===== src/rtl/div_if.sv =====
// Divider request/response bundle: operands and destination in, write-back and busy out.
interface div_if;
  localparam int unsigned XLEN   = 32;
  localparam int unsigned OP_W   = 3;
  localparam int unsigned ADDR_W = 5;

  logic [XLEN-1:0]   dividend_i;
  logic [XLEN-1:0]   divisor_i;
  logic [OP_W-1:0]   op_i;
  logic [ADDR_W-1:0] reg_waddr_i;
  logic              start_i;
  logic              flush_i;
  logic [XLEN-1:0]   result_o;
  logic              ready_o;
  logic [ADDR_W-1:0] reg_waddr_o;
  logic              busy_o;

  modport master (
    output dividend_i, divisor_i, op_i, reg_waddr_i, start_i, flush_i,
    input  result_o, ready_o, reg_waddr_o, busy_o
  );

  modport slave (
    input  dividend_i, divisor_i, op_i, reg_waddr_i, start_i, flush_i,
    output result_o, ready_o, reg_waddr_o, busy_o
  );
endinterface


===== src/rtl/div.sv =====
// Multi-cycle RV32M DIV/DIVU/REM/REMU unit: restoring shift-subtract, one quotient bit per clock.
module div (
  input  logic  clk,
  input  logic  rst,
  div_if.slave  bus
);
  localparam int unsigned XLEN   = 32;
  localparam int unsigned OP_W   = 3;
  localparam int unsigned ADDR_W = 5;
  localparam int unsigned CNT_W  = 5;

  localparam logic [OP_W-1:0] OP_DIV  = 3'b100;
  localparam logic [OP_W-1:0] OP_REM  = 3'b110;
  localparam logic [OP_W-1:0] OP_REMU = 3'b111;

  typedef enum logic [1:0] {
    IDLE  = 2'd0,
    START = 2'd1,
    CALC  = 2'd2
  } state_t;

  state_t            state;
  logic [XLEN-1:0]   dividend_r;
  logic [XLEN-1:0]   divisor_r;
  logic [OP_W-1:0]   op_r;
  logic [ADDR_W-1:0] waddr_r;
  logic [XLEN-1:0]   quo_sh;
  logic [XLEN-1:0]   dvs_mag;
  logic [XLEN-1:0]   rem;
  logic [CNT_W-1:0]  cnt;

  logic              is_signed;
  logic              is_rem;
  logic              neg_a;
  logic              neg_b;
  logic [XLEN-1:0]   abs_a;
  logic [XLEN-1:0]   abs_b;
  logic [XLEN:0]     rem_shift;
  logic [XLEN:0]     diff;
  logic [XLEN-1:0]   quo_next;
  logic [XLEN-1:0]   rem_next;
  logic [XLEN-1:0]   quo_fix;
  logic [XLEN-1:0]   rem_fix;

  // Operand decode, magnitudes and one restoring step. quo_sh holds the dividend magnitude
  // at first and fills with quotient bits from the bottom as dividend bits leave the top.
  always_comb begin
    is_signed = (op_r == OP_DIV) || (op_r == OP_REM);
    is_rem    = (op_r == OP_REM) || (op_r == OP_REMU);
    neg_a     = is_signed & dividend_r[XLEN-1];
    neg_b     = is_signed & divisor_r[XLEN-1];
    abs_a     = neg_a ? -dividend_r : dividend_r;
    abs_b     = neg_b ? -divisor_r  : divisor_r;

    // 33-bit partial remainder so the borrow of the trial subtract is never lost
    rem_shift = {rem, quo_sh[XLEN-1]};
    diff      = rem_shift - {1'b0, dvs_mag};
    quo_next  = {quo_sh[XLEN-2:0], ~diff[XLEN]};
    rem_next  = diff[XLEN] ? rem_shift[XLEN-1:0] : diff[XLEN-1:0];

    quo_fix   = (neg_a ^ neg_b) ? -quo_next : quo_next;
    rem_fix   = neg_a ? -rem_next : rem_next;
  end

  // Control FSM; flush wins over everything, ready_o is a single-cycle pulse.
  always_ff @(posedge clk or negedge rst) begin
    if (!rst) begin
      state           <= IDLE;
      dividend_r      <= '0;
      divisor_r       <= '0;
      op_r            <= '0;
      waddr_r         <= '0;
      quo_sh          <= '0;
      dvs_mag         <= '0;
      rem             <= '0;
      cnt             <= '0;
      bus.result_o    <= '0;
      bus.ready_o     <= 1'b0;
      bus.reg_waddr_o <= '0;
      bus.busy_o      <= 1'b0;
    end else begin
      bus.ready_o <= 1'b0;
      if (bus.flush_i) begin
        state      <= IDLE;
        bus.busy_o <= 1'b0;
      end else begin
        unique case (state)
          IDLE: begin
            if (bus.start_i) begin
              dividend_r <= bus.dividend_i;
              divisor_r  <= bus.divisor_i;
              op_r       <= bus.op_i;
              waddr_r    <= bus.reg_waddr_i;
              bus.busy_o <= 1'b1;
              state      <= START;
            end
          end
          START: begin
            if (divisor_r == '0) begin
              bus.result_o    <= is_rem ? dividend_r : '1;
              bus.ready_o     <= 1'b1;
              bus.reg_waddr_o <= waddr_r;
              bus.busy_o      <= 1'b0;
              state           <= IDLE;
            end else begin
              quo_sh  <= abs_a;
              dvs_mag <= abs_b;
              rem     <= '0;
              cnt     <= '0;
              state   <= CALC;
            end
          end
          CALC: begin
            quo_sh <= quo_next;
            rem    <= rem_next;
            cnt    <= cnt + CNT_W'(1);
            if (cnt == CNT_W'(XLEN - 1)) begin
              bus.result_o    <= is_rem ? rem_fix : quo_fix;
              bus.ready_o     <= 1'b1;
              bus.reg_waddr_o <= waddr_r;
              bus.busy_o      <= 1'b0;
              state           <= IDLE;
            end
          end
          default: begin
            state      <= IDLE;
            bus.busy_o <= 1'b0;
          end
        endcase
      end
    end
  end
endmodule


===== src/flat_wrapper.sv =====
// flat-port wrapper written by rule: the top's interface ports become plain ports
module div_flat 
  (clk, rst, bus_dividend_i, bus_divisor_i, bus_op_i, bus_reg_waddr_i, bus_start_i, bus_flush_i, bus_result_o, bus_ready_o, bus_reg_waddr_o, bus_busy_o);
  div_if bus_i ();
  input  logic clk;
  input  logic rst;
  input wire logic [$bits(bus_i.dividend_i)-1:0] bus_dividend_i;
  input wire logic [$bits(bus_i.divisor_i)-1:0] bus_divisor_i;
  input wire logic [$bits(bus_i.op_i)-1:0] bus_op_i;
  input wire logic [$bits(bus_i.reg_waddr_i)-1:0] bus_reg_waddr_i;
  input wire logic [$bits(bus_i.start_i)-1:0] bus_start_i;
  input wire logic [$bits(bus_i.flush_i)-1:0] bus_flush_i;
  output wire logic [$bits(bus_i.result_o)-1:0] bus_result_o;
  output wire logic [$bits(bus_i.ready_o)-1:0] bus_ready_o;
  output wire logic [$bits(bus_i.reg_waddr_o)-1:0] bus_reg_waddr_o;
  output wire logic [$bits(bus_i.busy_o)-1:0] bus_busy_o;
  assign bus_i.dividend_i = bus_dividend_i;
  assign bus_i.divisor_i = bus_divisor_i;
  assign bus_i.op_i = bus_op_i;
  assign bus_i.reg_waddr_i = bus_reg_waddr_i;
  assign bus_i.start_i = bus_start_i;
  assign bus_i.flush_i = bus_flush_i;
  assign bus_result_o = bus_i.result_o;
  assign bus_ready_o = bus_i.ready_o;
  assign bus_reg_waddr_o = bus_i.reg_waddr_o;
  assign bus_busy_o = bus_i.busy_o;
  div u_core (.clk(clk), .rst(rst), .bus(bus_i));
endmodule

===== config.mk =====
export PLATFORM = sky130hd
export DESIGN_NAME = div_flat
export DESIGN_NICKNAME = d
export VERILOG_FILES = /design/src/rtl/div_if.sv /design/src/rtl/div.sv /design/src/flat_wrapper.sv
export SDC_FILE = /design/constraint.sdc
export NUM_CORES = 1
export LEC_CHECK = 0
export BUFFER_PORTS_ARGS = -buffer_cell sky130_fd_sc_hd__buf_4
export CORE_UTILIZATION = 40
export DETAILED_ROUTE_END_ITERATION = 7
export PLACE_DENSITY = 0.66
export SKIP_LAST_GASP = 1
export SYNTH_ARGS = -nofsm -noshare
export SYNTH_HDL_FRONTEND = slang
export SYNTH_SLANG_ARGS = --single-unit

===== constraint.sdc =====
create_clock -name clk -period 4.8 [get_ports clk]
set_input_delay 0.48 -clock clk [delete_from_list [all_inputs] [get_ports clk]]
set_output_delay 0.48 -clock clk [all_outputs]
set_load 0.1 [all_outputs]

# Yosys cells after proc, flatten, opt, wreduce, memory -nomap -nowiden
# Index checks and enable logic that the tools add are counted.
[word_totals]
ramBits = 0
latch_bits = 0
reg_bits = 214
mem_count = 0
in_bits = 76
mem_bits_ro = 0
[op_classes]
div_mod_pow = 0
n_reduce_logical = 11
multipliers = 0
bitwise_logic = 6
n_mux = 33
order_cmp = 0
shifts = 0
eq_ne = 12
n_addsub = 6
[ops]
columns = ["op", "n"]
rows = [
  ["two-way mux 32 bit", 11],
  ["case mux 32 bit (2 select lines)", 3],
  ["negation 32 bit", 4],
  ["subtractor 33 x 32 -> 33 bit", 1],
  ["logical NOT 32 bit", 1],
  ["case mux 5 bit (2 select lines)", 2],
  ["two-way mux 5 bit", 3],
  ["AND reduction 3 bit", 4],
  ["== test 3 bit, second input constant", 3],
  ["two-way mux 2 bit", 4],
  ["two-way mux 1 bit", 7],
  ["!= test 3 x 2 -> 1 bit, second input constant", 2],
  ["case mux 2 bit (3 select lines)", 1],
  ["adder 5 x 1 -> 5 bit, second input constant", 1],
  ["== test 5 bit, second input constant", 1],
  ["!= test 2 x 1 -> 1 bit, second input constant", 2],
  ["AND reduction 4 bit", 1],
  ["!= test 3 bit, second input constant", 1],
  ["inverter 1 bit", 3],
  ["case mux 1 bit (3 select lines)", 1],
  ["bitwise AND 1 bit", 2],
  ["== test 2 x 1 -> 1 bit, second input constant", 1],
  ["== test 2 bit, second input constant", 1],
  ["logical NOT 2 bit", 1],
  ["other kinds (6)", 7],
]

# Longest topological paths before layout
# Gate-level depths: netlist of run 1.
[depth]
ltp_word = 8
mapped_depth = 26
mapped_depth_nobuf = 23

# Worst setup path before layout of run 1
# Ideal clock, no wire load.
[synth_path]
kind = "flip-flop to flip-flop"
from = "register u_core.quo_sh[31]"
to = "register u_core.bus.result_o[26]"
arrival_ns = 4.269
slack_ns = 0.437
stages_incl_launch_ff = 27
required_time_ns = 4.706
synth_period_minus_slack_ns = 4.363
path_buffers = 3
setup_time_ns = 0.094
cell_sequence = "dfrtp_1 inv_1 ha_1 inv_1 fa_1 a211oi_2 o211ai_2 nand3_1 a311o_1 a21oi_2 nor2_8 inv_4 buf_4 buf_4 buf_2 nand2_1 o21ai_0 inv_1 ha_1 nand4_1 nor3b_1 mux2_2 and3_4 nand3_4 o21ai_2 xnor2_1 a221oi_2"
[synth_between]
elab_chain_cells = 7
[synth_lines]
columns = ["element", "line", "rtl"]
rows = [
  ["start: declaration", "div.sv:27", "logic [XLEN-1:0] quo_sh;"],
  ["start signal: assignment", "div.sv:106", "quo_sh <= abs_a;"],
  ["start signal: assignment", "div.sv:114", "quo_sh <= quo_next;"],
  ["subtractor 33 x 32 -> 33 bit", "div.sv:57", "diff = rem_shift - {1'b0, dvs_mag};"],
  ["two-way mux 32 bit or inverter 1 bit (tied branches)", "div.sv:59, div.sv:58", ""],
  ["negation 32 bit, on equally long branches", "div.sv:62, div.sv:61", ""],
  ["two-way mux 32 bit, on equally long branches", "div.sv:62, div.sv:61", ""],
  ["two-way mux 32 bit *", "div.sv:118", "bus.result_o <= is_rem ? rem_fix : quo_fix;"],
  ["two-way mux 32 bit *", "div.sv:117", "if (cnt == CNT_W'(XLEN - 1)) begin"],
  ["case mux 32 bit (2 select lines) *", "div.sv:87", "unique case (state)"],
  ["end signal: assignment", "div.sv:100", "bus.result_o <= is_rem ? dividend_r : '1;"],
  ["end signal: assignment", "div.sv:118", ""],
  ["end: declaration", "div_if.sv:25", "output result_o, ready_o, reg_waddr_o, busy_o"],
]
# Every way passes the cells marked *; elsewhere a longest branch is shown, timed or not. The select of a mux whose other input is x is not followed.
# A chain may end at the register's enable or synchronous reset.

# Final worst setup path of run 1
# Ends and elaborated chain as after synthesis.

==> results of run 1 <==
synthesized netlist by cell type, drive strengths merged, types with 12 or more instances:
| master | count |
|---|---|
| o22ai | 12 |
| buf | 25 |
| a31oi | 15 |
| nor3 | 39 |
| or3 | 28 |
| mux2i | 22 |
| nand3 | 19 |
| o211ai | 12 |
| inv | 57 |
| o21ai | 171 |
| a21o | 15 |
| a21oi | 159 |
| nand4 | 14 |
| xnor2 | 87 |
| mux2 | 78 |
| ha | 41 |
| dfrtp | 214 |
| o31ai | 27 |
| nor2 | 137 |
| xor2 | 54 |
| clkbuf | 70 |
| nand2 | 213 |
routing by layer:
layer	track usage, %	routed length (um)	up-vias
met2	37.4	19500	375
met3	3.33	2560	75
li1	-	-	6075
met5	0	0	-
met4	7.48	1110	0
met1	30.6	18100	6096
logic make-up (layout without fill, tap and decap cells):
logic type               count (synthesis)  in the layout
other                                    0              1
AND/OR/NAND/NOR                        527            527
AO/OA/AOI/OAI                          489            489
multiplexers                           100            100
adder cells (fa/ha/maj)                 42             42
XOR/XNOR                               141            141
buffers and inverters                  152            251
flip-flops                             214            214
sequential cells by signal (all words and copies together) (netlist names):
| register | cells |
|---|---|
| u_core.dvs_mag | 32 |
| u_core.cnt | 5 |
| u_core.bus.ready_o | 1 |
| u_core.rem | 32 |
| u_core.bus.busy_o | 1 |
| u_core.bus.reg_waddr_o | 5 |
| u_core.quo_sh | 32 |
| u_core.op_r | 3 |
| u_core.dividend_r | 32 |
| u_core.divisor_r | 32 |
| u_core.bus.result_o | 32 |
| u_core.waddr_r | 5 |
| u_core.state | 2 |
final cells by class:
type                       instances  area share, %
multi-input combinational       1299           50.5
timing repair buffer             147           6.97
sequential                       214           32.5
inverter                          57           1.31
tap                              455           3.45
clock buffer                      41           4.83
antenna                            1         0.0152
clock inverter                     6          0.470
power by group:
part           switching, mW  total (mW)  internal (mW)
clock network          0.815        2.01           1.19
logic                   3.37        5.06           1.69
registers              0.628        3.03           2.40
total                   4.81        10.1           5.29
per-stage QoR:
step	cells	util [%]	TNS (ns)	cell area, um2
2_1_floorplan	1665	-	0	14200
5_1_grt	2219	47.4	-0.0964	16500
3_3_place_gp	2171	44.7	0	15500
4_1_cts	2218	47.2	0	16400
3_5_place_dp	2171	44.7	0	15500
6_report	2220	47.4	0	16500
what timing repair did:
action	in CTS	in global routing
buffers inserted	0	1
resized for setup	0	10
setup endpoints to repair	0	8
worst paths after layout:
| path | to | slack [ns] | depth (start not counted) |
|---|---|---|---|
| worst max-delay path | u_core.bus.result_o[26] | 0.25 | 21 |
| worst min-delay path | u_core.divisor_r[0] | -0.004 | 1 |
| worst max register to register | u_core.bus.result_o[26] | 0.25 | 21 |
| worst min register to register | u_core.bus.reg_waddr_o[3] | 0.46 | 2 |
| max in group asynchronous | u_core.cnt[0] | 3.69 | 2 |
| min in group clk | u_core.dividend_r[4] | 0.15 | 2 |
==> results.cfg, run 1 <==
[outcome]
status = complete, but fails checks
violations = DRC, hold timing

[hold_path]
min_path_type = input port to asynchronous set/reset pin

[sta]
min_period_ns = 4.55
final.setup_skew_ns = 0.0180
tightestPinTransition_ns = 1.04
finalWorstSetupSlack_ns = 0.255
hold_viol_final = 8
slew_headroom_pct = 30.4
finalCritPeriodShare_pct = 94.7
slew_viol_final = 0
setup-violations-final = 0
whs_ns = -0.00392
fmax_mhz = 220

[yosys]
synth_compound_area_share_pct = 20.8
async_flop_share_pct = 100
synth_warnings = 0
synthesis.nets = 1783
synth_xor_area_share_pct = 8.69
synth_cell_types = 78
synth_seq_cells = 214
synth_ff_type = dfrtp_1
synth.top_cell.area_share_pct = 37.7
synthSimpleGateAreaFrac_pct = 17.1
synthMuxAreaShare_pct = 7.75
postSynthCellCount = 1665
synth_fa_ha_area_share_pct = 3.75
syn_area_per_cell_um2 = 8.54
ys_seq_area_share_pct = 37.7
ys_top_cells_by_area = dfrtp_1 (38%), mux2_2 (6.2%), o21ai_0 (5.7%), nand2_1 (5.6%), a21oi_1 (5.6%)
synth_top_family_by_area = compound AO/OA/AOI/OAI gates
synth_top_cell_by_area = dfrtp_1
syn_area_um2 = 14200
synth-edff-count = 0

[cts]
cts_made_buffers = 26
clkTransAtPathRegs_ns = 0.06
insertion_delay_ns = 0.56
cts.sinks = 214
clk_path_buf_depth = 3
cts_tree = built
cts_max_level = 1
holdBufCountCts = 0
root_buffer = clkbuf_16

[worst_setup_path]
required_ns = 5.26
critPathLaunchType = register
critPathArrivalTime_ns = 5.01
slowest_stage = fa_1
cp_top_family = compound AO/OA/AOI/OAI gates
critPathBufInv = 3
path_cells = inv_1 -> ha_1 -> inv_1 -> fa_1 -> a211oi_4 -> o211ai_2 -> nand3_2 -> a311o_1 -> and3_4 -> nor2_8 -> inv_4 -> mux2i_2 -> ha_2 -> nand4_1 -> nor3b_1 -> mux2_4 -> and3_4 -> nand3_4 -> o21ai_2 -> xnor2_1 -> a221oi_2
startpoint = u_core.quo_sh[31]
r2r-start = u_core.quo_sh[31]
cpPeakStageDelay_ns = 0.45
worstSetupEndpointType = register
cp_max_fo = 13
critPathKind = register to register

[drt]
drt_wl_total_mm = 41.2
avgViaCountPerCell = 5.69
ant_nets = 0
wire_per_inst_um = 18.6
initialDrtViolationCount = 940
vias = 12600
drc = 12
first_pass_iters = 8

[layout]
multi_input_area_um2 = 8320
final_cell_mix = dfrtp_1 (214), nand2_1 (212), o21ai_0 (163), a21oi_1 (158), buf_4 (143)
layout-drive-gt1-share_pct = 16.9
final_common_cell = dfrtp_1
fill_cells = 3360
syn2layout_area_growth_pct = 16.0
area.sequential_um2 = 5360
fin_nets = 1863

[global_route]
grt_pass1_vias = 12300
grt_overflow = 0
grt_use_total_pct = 22.8
grt_pass1_wl_mm = 66.1
grt_max_degree = 117
grt_antenna_before_repair = 1

[die]
dieArea_um2 = 36300
start_util_pct = 40.9
core_area_um2 = 34800
die_height_um = 191
io_pins = 115
fp.dieW_um = 191
std_cell_rows = 68

[power_and_ir_drop]
power_mw = 10.1
pwr_density_cell_nw_per_um2 = 612
p_leak_nw = 7.00
ir_drop_mv = 0.488

[placed_design]
place_ws_ns = 0.182
gp_congestion = 0.910
portBuffers = 114
place_hpwl_mm = 29.9

[run]
drv_cap = 0
No activity file was read; power rests on OpenSTA's default activity.
==> run 2: changes to the inputs <==
ABC_AREA = 1   (was not set)
==> run 2 against run 1 <==
The run ends with hold timing left; wire length is 18% higher; first-iteration DRC count rose by 38%; global-route usage grew 3.0 points; cell area rose by 4.1%; synthesized area up 5.4%; clock-buffer cell count unchanged; die area is 5.3% higher; sequential power fell by 4%; critical path depth is 3 higher; total power increased by 5.5%; sequential share of layout area is 1.3 points lower; critical path type unchanged; critical endpoint is now u_core.bus.result_o[10].
==> results.cfg, run 2 <==
[layout]
layout-drive-gt1-share_pct = 9.77
fin_nets = 2442
final_cell_mix = nand2_1 (722), inv_1 (281), dfrtp_1 (214), nor2_1 (187), o21ai_0 (159)
fill_cells = 3726
syn2layout_area_growth_pct = 14.6
final_common_cell = nand2_1
n_antenna_cell = 0
fin_cells = 2812

[yosys]
synthesis.nets = 2358
postSynthCellCount = 2240
synth_seq_cells = 214
synth_top_cell_by_area = dfrtp_1
syn_area_um2 = 15000
ys_seq_area_share_pct = 35.7
yosysMostFrequentCell = nand2_1
async_flop_share_pct = 100
synth_cell_types = 52
synth_ff_type = dfrtp_1
ys_top_cells_by_area = dfrtp_1 (36%), nand2_1 (18%), inv_1 (7.0%), o21ai_0 (5.3%), nor2_1 (4.7%)
synth.top_cell.area_share_pct = 35.7
syn_area_per_cell_um2 = 6.69
synth-edff-count = 0
ys_top_cells_by_count = nand2_1 (722), inv_1 (281), dfrtp_1 (214), nor2_1 (189), o21ai_0 (159)
synth_warnings = 0

[worst_setup_path]
critPathLaunchType = register
cpMostUsedCell = nand2_1
required_ns = 5.29
cp_max_fo = 49
critPathKind = register to register
r2r_cells = 24
cpPeakStageDelay_ns = 0.50
worstSetupEndpointType = register
critPathArrivalTime_ns = 4.82
slowest_stage = nand2_4
path_cells = inv_1 -> ha_1 -> inv_1 -> fa_1 -> nand2_1 -> nand2_1 -> nand3_1 -> nand2_1 -> nand2_1 -> nand2_2 -> nand2_2 -> nand3_2 -> nand2_4 -> nand2_1 -> o21ai_1 -> ha_1 -> nand3_1 -> nand2_2 -> nand2_1 -> o21ai_0 -> nand2_1 -> o21ai_0 -> nand2_1 -> nand2_1

[global_route]
grt_max_degree = 121
grt_overflow = 0
grt_antenna_before_repair = 0
grt_pass1_wl_mm = 77.9
grt_pass1_vias = 14200
grt_use_total_pct = 25.7

[cts]
postCtsSetupBuffers = 0
insertion_delay_ns = 0.55
cts_max_level = 1
clkTransAtPathRegs_ns = 0.06
cts_tree = built
root_buffer = clkbuf_16
cts.sinks = 214
clk_path_buf_depth = 3
holdBufCountCts = 0
cts_made_buffers = 27
ctsResizeCount = 0

[sta]
finalCritPeriodShare_pct = 90.3
fmax_mhz = 231
final.setup_skew_ns = 0.0122
tightestPinTransition_ns = 1.26
slew_headroom_pct = 16.0
whs_ns = -0.0228
min_period_ns = 4.33
setup-violations-final = 0
rsz0062_at_grt = no
finalWorstSetupSlack_ns = 0.467
fin_tns_setup_ns = 0
slew_viol_final = 0
hold_viol_final = 9

[drt]
avgViaCountPerCell = 5.29
ant_nets = 0
initialDrtViolationCount = 1301
vias = 14900
wire_per_inst_um = 17.3
drc = 0
first_pass_iters = 6
drt_wl_total_mm = 48.6

[outcome]
status = complete, but fails checks
violations = hold timing

[power_and_ir_drop]
seq_power_share_pct = 27.3
ir_drop_mv = 0.585
power.net_switching_mw = 5.46
power_mw = 10.7
p_int_mw = 5.19
clkPwrFrac_pct = 19.3
p_sw_share_pct = 51.3
pwr_density_cell_nw_per_um2 = 621
p_leak_nw = 8.84
p_comb_share_pct = 53.4

[die]
std_cell_rows = 70
io_pins = 115
core_area_um2 = 36700
start_util_pct = 40.8
fp.dieW_um = 196
die_height_um = 196
dieArea_um2 = 38200

[placed_design]
gp_congestion = 1.01
numPlacedInstances = 2763
place_hpwl_mm = 36.8
portBuffers = 114
place_ws_ns = 0.509

[run]
drv_cap = 0

[hold_path]
min_path_type = input port to asynchronous set/reset pin
run 2: cell count changes in the layout (fill, tap and decap cells not counted), sizes merged, moves of 13 or more:
cell	before	now
mux2	78	0
o31ai	27	1
nand3	19	129
nand2	213	743
buf	147	132
a21o	15	2
inv	57	288
or3	28	1
mux2i	22	1
nor2	137	199
a21oi	159	114
xnor2	87	15
run 2: cells by family (layout without fill, tap and decap cells):
| family | count (synthesis) | count (layout) | share of synthesized area [%] |
|---|---|---|---|
| fa+ha+maj | 42 | 42 | 3.56 |
| compound gates | 380 | 380 | 14.5 |
| buf+inv | 366 | 470 | 9.48 |
| xor+xnor | 72 | 72 | 4.21 |
| mux | 1 | 1 | 0.0668 |
| flops | 214 | 214 | 35.7 |
| simple gates | 1165 | 1165 | 32.5 |
run 2: final cells by class:
cell class                      instances  area, um2  share of cell area, %
Multi-Input combinational cell       1660       8220                   47.9
Sequential cell                       214       5360                   31.2
Inverter                              289       1090                   6.33
Timing Repair Buffer                  132       1020                   5.96
Clock buffer                           41        808                   4.71
Tap cell                              468        586                   3.41
Clock inverter                          8       82.6                  0.481
run 2: worst paths after layout:
path                       slack, ns                 endpoint          startpoint
hold / removal                 -0.02     u_core.divisor_r[16]                 rst
setup reg to reg                0.47  u_core.bus.result_o[10]   u_core.quo_sh[31]
hold reg to reg                 0.48        u_core.waddr_r[0]   u_core.waddr_r[0]
setup / recovery                0.47  u_core.bus.result_o[10]   u_core.quo_sh[31]
min in group clk                0.13        u_core.waddr_r[0]  bus_reg_waddr_i[0]
max in group asynchronous       3.66  u_core.bus.result_o[18]                 rst
run 2: critical path, delay by kind of cell, from the launching register on:
family / cells / cell delay, ns
AO/OA/AOI/OAI: 3 / 0.85
adder cells (fa/ha/maj): 3 / 0.79
buffers and inverters: 2 / 0.14
flip-flops: 1 / 0.38
AND/OR/NAND/NOR: 16 / 2.11
run 2: per-layer routing:
metal / routed length (um) / vias up / global-route usage [%]
met5: 0 / - / 0
met4: 1040 / 0 / 6.88
met3: 2670 / 66 / 3.25
met2: 22200 / 409 / 41.1
met1: 22700 / 7000 / 36.7
li1: - / 7398 / -
run 2: power groups by stage:
stage / registers [mW] / logic [mW] / clock network (mW)
global route: 2.98 / 6.24 / 2.15
floorplan: 3.91 / 3.10 / 0
global placement: 2.91 / 5.59 / 0
finish: 2.91 / 5.69 / 2.05
detailed placement: 2.92 / 5.63 / 0
CTS: 2.90 / 5.65 / 2.09
run 2: stage by stage:
| stage | instance area, um2 | util (%) |
|---|---|---|
| 2_1_floorplan | 15000 | - |
| 3_3_place_gp | 16300 | 44.3 |
| 3_5_place_dp | 16300 | 44.3 |
| 4_1_cts | 17200 | 46.8 |
| 5_1_grt | 17200 | 46.8 |
| 6_report | 17200 | 46.8 |
==> run 3: changes to the inputs <==
CORE_UTILIZATION = 45   (was 40)
PLACE_DENSITY = 0.72   (was 0.66)
==> run 3 against run 2 <==
The flow now finishes without violations; first-iteration DRC count rose by 10%; critical endpoint is now u_core.bus.result_o[30]; die area fell by 11%; sequential share of layout area rose by 0.12 points; cell count fell by 0.96%; combinational power barely moved; critical path type unchanged; register-to-register slack barely moved; total power fell by 0.38%; clock-buffer cell count fell by 6; worst hold slack improved by 0.078 ns; largest power group unchanged; critical path depth rose by 6.
==> results.cfg, run 3 (synthesis gave the netlist of run 2 again) <==
[outcome]
status = finished, final reports clean

[cts]
cts_max_level = 1
cts_made_buffers = 26
cts_tree = built
postCtsSetupBuffers = 0
ctsResizeCount = 0
insertion_delay_ns = 0.55
holdBufCountCts = 0
cts.sinks = 214
root_buffer = clkbuf_16
clkTransAtPathRegs_ns = 0.07
clk_path_buf_depth = 3

[worst_setup_path]
r2r_cells = 30
cp_max_fo = 5
worstSetupEndpointType = register
cpMostUsedCell = nand2_1
critPathArrivalTime_ns = 4.77
regToRegSetupSlack_ns = 0.47
critPathLaunchType = register
critPathCapture = u_core.bus.result_o[30]
cpPeakStageDelay_ns = 0.40
required_ns = 5.25
startpoint = u_core.quo_sh[31]
r2r-start = u_core.quo_sh[31]
worstReg2RegEnd = u_core.bus.result_o[30]
slowest_stage = fa_1
critPathKind = register to register

[power_and_ir_drop]
ir_drop_mv = 0.479
p_leak_nw = 8.85
pwr_density_cell_nw_per_um2 = 621
power_mw = 10.6

[sta]
fin_tns_setup_ns = 0
hold_viol_final = 0
min_period_ns = 4.33
rsz0062_at_grt = no
setup-violations-final = 0
whs_ns = 0.0548
slew_headroom_pct = 15.3
fmax_mhz = 231
slew_viol_final = 0
finalCritPeriodShare_pct = 90.2
final.setup_skew_ns = 0.0250
tightestPinTransition_ns = 1.27

[layout]
fin_util_pct = 52.4
syn2layout_area_growth_pct = 14.1
n_antenna_cell = 0
final_cell_mix = nand2_1 (722), inv_1 (281), dfrtp_1 (214), nor2_1 (187), o21ai_0 (159)
fin_nets = 2442
final_common_cell = nand2_1
layout-drive-gt1-share_pct = 9.82

[drt]
wl_met1_mm = 22.1
vias = 15000
ant_nets = 0
avgViaCountPerCell = 5.40
routed.top_layer = met4
first_pass_iters = 6
wire_per_inst_um = 17.3
drt_wl_total_mm = 48.3
initialDrtViolationCount = 1433
wl_met2_mm = 22.3
drc = 0
met3_wirelength_mm = 3.05

[die]
start_util_pct = 45.9
die_height_um = 184
dieArea_um2 = 34000
fp.dieW_um = 184
std_cell_rows = 66
io_pins = 115
core_area_um2 = 32600

[global_route]
grt_pass1_vias = 14100
grt_max_degree = 125
grt_use_total_pct = 28.6
grt_antenna_before_repair = 0
grt_overflow = 0
grt_pass1_wl_mm = 76.3

[placed_design]
portBuffers = 114
place_hpwl_mm = 36.6
gp_congestion = 0.994

[run]
drv_cap = 0

[hold_path]
min_path_type = input port to asynchronous set/reset pin
-- run 3: cell count changes in the layout (fill, tap and decap cells not counted) --
| cell | change |
|---|---|
| clkinv_2 | +5 |
| clkbuf_8 | -4 |
| clkinvlp_4 | -3 |
| buf_4 | +2 |
| clkbuf_1 | -2 |
| buf_12 | -1 |
| bufinv_16 | +1 |
| inv_6 | +1 |
| nor2_2 | +1 |
| nor2_4 | -1 |
-- run 3: routing by layer --
metal | vias to the layer above | GRT usage (%)
li1 | 7366 | -
met2 | 503 | 46.0
met5 | - | 0
met1 | 7109 | 41.4
met3 | 65 | 3.00
met4 | 0 | 6.13
-- run 3: area by class of cell --
type	instances	area [um2]
Multi-Input combinational cell	1660	8220
Inverter	289	1090
Timing Repair Buffer	133	1020
Clock buffer	35	746
Tap cell	442	553
Sequential cell	214	5360
Clock inverter	12	124
Fill cell	3250	15500
-- run 3: through the flow --
stage	setup WS, ns	cell area [um2]	instances
2_1_floorplan	0.896	15000	2240
3_3_place_gp	0.609	16200	2738
3_5_place_dp	0.605	16200	2738
4_1_cts	0.572	17100	2785
5_1_grt	0.0987	17100	2785
6_report	0.472	17100	2785
-- run 3: report_power, final --
| part | switching (mW) | internal (mW) |
|---|---|---|
| Sequential | 0.516 | 2.39 |
| Combinational | 4.10 | 1.58 |
| Clock | 0.821 | 1.20 |
-- run 3: worst min-delay path by stage --
| stage | start | to | slack [ns] | depth (start not counted) |
|---|---|---|---|---|
| after floorplan | rst | u_core.bus.busy_o | 0.18 | 0 |
| after global placement | u_core.waddr_r[0] | u_core.bus.reg_waddr_o[0] | 0.46 | 2 |
| after detailed placement | u_core.waddr_r[1] | u_core.waddr_r[1] | 0.47 | 2 |
| after CTS | rst | u_core.divisor_r[7] | 0.09 | 1 |
| after global routing | bus_op_i[0] | u_core.op_r[0] | 0.13 | 3 |
| final | rst | u_core.divisor_r[8] | 0.05 | 1 |
-- run 3: critical path: cells and delay by family, from the launching register on --
family / cells / cell delay [ns]
buffers and inverters: 5 / 0.44
flip-flops: 1 / 0.37
AO/OA/AOI/OAI: 5 / 0.52
AND/OR/NAND/NOR: 17 / 2.20
adder cells (fa/ha/maj): 3 / 0.72
